**config.mk**
```make
export PLATFORM = sky130hd
export DESIGN_NAME = mux_rr_arbiter
export DESIGN_NICKNAME = d
export VERILOG_FILES = /design/src/rtl/mux_rr_arbiter.sv
export SDC_FILE = /design/constraint.sdc
export NUM_CORES = 1
export LEC_CHECK = 0
export CORE_AREA = 2 2 61 63
export CTS_CLUSTER_DIAMETER = 150
export CTS_CLUSTER_SIZE = 14
export DETAILED_ROUTE_END_ITERATION = 7
export DIE_AREA = 0 0 63 65
export HOLD_SLACK_MARGIN = 0.08
export PLACE_DENSITY_LB_ADDON = 0.08
export SETUP_SLACK_MARGIN = 0.5
export SLEW_MARGIN = 20
export SYNTH_ARGS = -nofsm -noshare
export SYNTH_HDL_FRONTEND = slang
export SYNTH_SLANG_ARGS = --single-unit
```
**constraint.sdc**
```tcl
create_clock -name clk -period 2.16 [get_ports clk]
set_input_delay 0.432 -clock clk [delete_from_list [all_inputs] [get_ports clk]]
set_output_delay 0.432 -clock clk [all_outputs]
set_load 0.02 [all_outputs]
```
**src/rtl/mux_rr_arbiter.sv**
```systemverilog
// Round-robin arbiter for four requesters sharing one 4:1 select path.
// It registers a one-hot grant plus the matching select, and limits bursts.
//
// Ports:
//   clk   in  1  clock, rising edge
//   rst_n in  1  asynchronous active-low reset
//   req   in  4  request per requester (bit i = requester i)
//   lock  in  1  present only when ARB_LOCK_EN is defined; owner keeps path
//   gnt   out 4  registered one-hot grant, zero when idle
//   sel   out 2  registered index of the grant owner, held while idle
//   busy  out 1  registered, equals |gnt
//
// Optional feature macro: ARB_LOCK_EN (adds the lock input).
module mux_rr_arbiter #(
    parameter int unsigned BURST_MAX = 8
) (
    input  logic       clk,
    input  logic       rst_n,
    input  logic [3:0] req,
`ifdef ARB_LOCK_EN
    input  logic       lock,
`endif
    output logic [3:0] gnt,
    output logic [1:0] sel,
    output logic       busy
);

    typedef enum logic {
        S_IDLE = 1'b0,
        S_OWN  = 1'b1
    } state_t;

    localparam logic [7:0] CNT_MAX = 8'(BURST_MAX - 1);

    state_t     r_state;
    logic [3:0] r_gnt;
    logic [1:0] r_sel;
    logic       r_busy;
    logic [1:0] r_ptr;
    logic [7:0] r_cnt;

    state_t     w_state_nxt;
    logic [3:0] w_gnt_nxt;
    logic [1:0] w_sel_nxt;
    logic [1:0] w_ptr_nxt;
    logic [7:0] w_cnt_nxt;
    logic       w_grant;
    logic [1:0] w_win;
    logic [2:0] w_pick_all;
    logic [2:0] w_pick_oth;
    logic       w_own_req;
    logic       w_lock;

    // Returns {found, index}; search order ptr+1, ptr+2, ptr+3, ptr.
    function automatic logic [2:0] f_pick(
        input logic [3:0] i_r,
        input logic [1:0] i_p
    );
        logic [2:0] v;
        logic [1:0] idx;
        v = '0;
        for (int k = 1; k <= 4; k++) begin
            idx = i_p + 2'(k);
            if (!v[2] && i_r[idx]) begin
                v = {1'b1, idx};
            end
        end
        return v;
    endfunction

    // Ptr always equals the owner while in OWN, so masking the owner out
    // yields the forced-release winner.
    assign w_pick_all = f_pick(req, r_ptr);
    assign w_pick_oth = f_pick(req & ~r_gnt, r_ptr);
    assign w_own_req  = |(req & r_gnt);

`ifdef ARB_LOCK_EN
    assign w_lock = lock;
`else
    assign w_lock = 1'b0;
`endif

    always_comb begin
        w_state_nxt = r_state;
        w_gnt_nxt   = r_gnt;
        w_sel_nxt   = r_sel;
        w_ptr_nxt   = r_ptr;
        w_cnt_nxt   = r_cnt;
        w_grant     = 1'b0;
        w_win       = 2'd0;
        unique case (r_state)
            S_IDLE: begin
                if (w_pick_all[2]) begin
                    w_grant = 1'b1;
                    w_win   = w_pick_all[1:0];
                end
            end
            S_OWN: begin
                if (!w_own_req) begin
                    // Release; hand straight over when anyone else waits.
                    if (w_pick_all[2]) begin
                        w_grant = 1'b1;
                        w_win   = w_pick_all[1:0];
                    end else begin
                        w_state_nxt = S_IDLE;
                        w_gnt_nxt   = '0;
                    end
                end else if (w_lock) begin
                    // Locked owner: count saturates, limit not applied.
                    if (r_cnt < CNT_MAX) begin
                        w_cnt_nxt = r_cnt + 8'd1;
                    end
                end else if (r_cnt < CNT_MAX) begin
                    w_cnt_nxt = r_cnt + 8'd1;
                end else if (w_pick_oth[2]) begin
                    w_grant = 1'b1;
                    w_win   = w_pick_oth[1:0];
                end else begin
                    w_cnt_nxt = '0;
                end
            end
            default: begin
                w_state_nxt = S_IDLE;
            end
        endcase
        if (w_grant) begin
            w_state_nxt = S_OWN;
            w_gnt_nxt   = 4'b0001 << w_win;
            w_sel_nxt   = w_win;
            w_ptr_nxt   = w_win;
            w_cnt_nxt   = '0;
        end
    end

    always_ff @(posedge clk or negedge rst_n) begin
        if (!rst_n) begin
            r_state <= S_IDLE;
            r_gnt   <= '0;
            r_sel   <= '0;
            r_busy  <= 1'b0;
            r_ptr   <= 2'd3;
            r_cnt   <= '0;
        end else begin
            r_state <= w_state_nxt;
            r_gnt   <= w_gnt_nxt;
            r_sel   <= w_sel_nxt;
            r_busy  <= |w_gnt_nxt;
            r_ptr   <= w_ptr_nxt;
            r_cnt   <= w_cnt_nxt;
        end
    end

    assign gnt  = r_gnt;
    assign sel  = r_sel;
    assign busy = r_busy;

endmodule
```
==> results.py <==
metrics = {
    "outcome": {
        "status": "completed",
    },
    "flow_run": {
        "cap_violations": 0,
    },
    "route": {
        "dr.first_iter.drc_count": 62,
        "vias": 882,
        "wirelength_um": 2690,
        "drtPass1Iterations": 4,
        "avgViaCountPerCell": 4.87,
        "antenna_left": 0,
        "drc": 0,
        "wl_per_cell_um": 14.8,
    },
    "sta": {
        "tightest_slew_ps": 400,
        "report.final.slew_viol_count": 0,
        "period_needed_ps": 1710,
        "fin_crit_sh": 0.790,
        "rsz0062_at_grt": "yes",
        "skew_ps": 6.31,
        "setup_slack_ps": 454,
        "hold_slack_ps": 462,
        "setup_viol": 0,
        "hold_viol": 0,
        "slew-limit-headroom": 0.733,
        "clock.fmax_mhz": 586,
    },
    "floorplan": {
        "rows": 22,
        "design.core.area_mm2": 0.00350,
        "die_h_um": 65,
        "die-area_mm2": 0.00410,
        "die-width_um": 63,
        "io_pins": 13,
        "initial_core_util": 0.299,
    },
    "clocking": {
        "clk_path_buf_depth": 2,
        "hold_buffers": 0,
        "htree_levels": 1,
        "cts-root-buf": "clkbuf_4",
        "clk_pin_slew_ps": 100,
        "cts_tree": "yes",
        "clk_latency_ps": 290,
        "cts_sinks": 18,
        "cts_inserted_buffers": 3,
    },
    "global_routing": {
        "overflow": 0,
        "grt_max_degree": 19,
        "grt_pass1_vias": 905,
        "antenna_found_initial": 0,
        "grt_pass1_wl_um": 4520,
        "grt_usage": 0.143,
    },
    "critical_path": {
        "crit_path_end_kind": "flop",
        "start_kind": "flop",
        "critPathArrivalTime_ps": 1920,
        "critPathBufInv": 1,
        "worstPathMaxFanout": 6,
        "worst-setup-path-type": "flop to flop",
        "slowest_stage": "dfstp_2",
        "crit_cells": 5,
        "path_cells": "inv_1, o2bb2ai_1, a221oi_2, o32ai_4, o32ai_2",
        "cp_top_family": "compound AO/OA/AOI/OAI gates",
        "worstPathRequired_ps": 2370,
        "r2r_cells": 5,
        "slowest_delay_ps": 600,
    },
    "pwr": {
        "pwr-share-clk": 0.106,
        "swShare": 0.411,
        "power.switching_w": 0.000803,
        "power_leakage_nw": 0.702,
        "pwr-share-seq": 0.304,
        "p_int_w": 0.00115,
        "pwr-share-comb": 0.590,
        "peakVddDrop_mv": 0.567,
        "powerDensity_mw_per_mm2": 1270,
        "total_power_w": 0.00195,
    },
    "finish": {
        "layout.nets": 141,
        "area_delta_synth_final_pct": 47.2,
        "drive_gt1_frac": 0.474,
        "antenna_cells": 0,
        "final_cell_mix": "buf_4 (20), dfrtp_1 (13), dlygate4sd2_1 (8), a22o_1 (5), nand2_1 (5)",
        "fin_util": 0.441,
        "mostFrequentLayoutCell": "buf_4",
        "nFillCells": 355,
    },
    "yosys": {
        "ys_async_sr_fraction": 1.00,
        "yosys.area.top_type_share": 0.383,
        "ys_top_cells_by_area": "dfrtp_1 (38%), dfstp_2 (5.0%), a22o_1 (5.0%)",
        "synth-edff-count": 0,
        "yosysSeqAreaShare": 0.433,
        "synth_top_flop_cell": "dfrtp_1",
        "syn_inst": 94,
        "ys_types": 45,
        "ys_ff_latch": 18,
        "postSynthAreaPerCell_um2": 11.1,
        "ys.warnings.count": 0,
        "syn_area_mm2": 0.00105,
        "synthesis.nets": 101,
        "synth_area_leader_cell": "dfrtp_1",
    },
    "place": {
        "dp_hpwl_um": 1870,
        "place.gp.congestion": 0.748,
        "portBuffers": 12,
        "dp_slack_ps": -47.0,
    },
    "min_path": {
        "hold_path_class": "input pin to async pin",
    },
}
[routing by layer]
layer,global-route usage,part of all wire,vias to the layer above
met5,0,0,-
met4,0.0667,0.017,0
met3,0.0139,0.019,4
met2,0.222,0.44,15
met1,0.201,0.52,421
li1,-,-,442
[synth_stat cells, drive strengths merged, types with 2 or more instances]
cell type and instances:
a22o 6, a31oi 2, nand2b 2, buf 2
o2bb2ai 2, nand3 4, a21o 4, o21ai 7
a21oi 3, nand2 7, dfrtp 16, nor2b 3
inv 5, dfstp 2, and2 4, o32ai 2
nor4 3, and2b 2, nor2 2
[metrics by stage]
stage / std cells / area (um^2) / setup TNS (ps)
3_3_place_gp: 167 / 1330 / -240
5_1_grt: 181 / 1540 / 0
4_1_cts: 180 / 1460 / 0
6_report: 181 / 1540 / 0
2_1_floorplan: 94 / 1050 / 0
3_5_place_dp: 167 / 1330 / -232
[state kept, by name (all words and copies together) (netlist names)]
signal	cells
busy	1
gnt	4
r_ptr	2
sel	2
r_state	1
r_cnt	8
[power groups by stage]
stage / Sequential (W) / Combinational, W / Clock (W)
floorplan: 0.000616 / 0.000597 / 0
global placement: 0.000603 / 0.000968 / 0
detailed placement: 0.000599 / 0.000970 / 0
CTS: 0.000580 / 0.00107 / 0.000209
global route: 0.000611 / 0.00125 / 0.000218
finish: 0.000593 / 0.00115 / 0.000206
[kinds of logic after synthesis]
kind of cell,count (synthesis),share of synthesized area
AO/OA/AOI/OAI,37,0.323
adder cells (fa/ha/maj),1,0.0120
buffers and inverters,7,0.0299
flip-flops,18,0.433
AND/OR/NAND/NOR,31,0.202
[worst paths after layout]
kind | start | slack (ps) | end
worst min register to register | sel[0]$_DFFE_PN0N_ | 480 | sel[0]$_DFFE_PN0N_
worst min-delay path | rst_n | 460 | gnt[2]$_DFF_PN0_
worst max register to register | r_ptr[1]$_DFFE_PN1N_ | 450 | gnt[0]$_DFF_PN0_
worst max-delay path | r_ptr[1]$_DFFE_PN1N_ | 450 | gnt[0]$_DFF_PN0_
max in group asynchronous | rst_n | 1440 | r_ptr[1]$_DFFE_PN1N_
min in group clk | sel[0]$_DFFE_PN0N_ | 480 | sel[0]$_DFFE_PN0N_
[repair_timing]
action                                  CTS  global route
endpoints found under the setup margin   20            13
setup buffers                             9             1
resized for setup                        19            20
pin swaps                                 5            17
[worst reg2reg max path, cell delays in order (launching register included)]
cell       delay [ps]
dfstp_2           600
inv_1              80
o2bb2ai_1         140
a221oi_2          350
o32ai_4           190
o32ai_2           270
[area by class of cell]
class | count | area, um^2 | area share
Clock buffer | 4 | 36.3 | 0.0236
Multi-Input combinational cell | 69 | 646 | 0.419
Inverter | 5 | 18.8 | 0.0122
Sequential cell | 18 | 457 | 0.297
Tap cell | 48 | 60.1 | 0.0390
Timing Repair Buffer | 37 | 323 | 0.210
No activity file was read; power rests on OpenSTA's default activity.
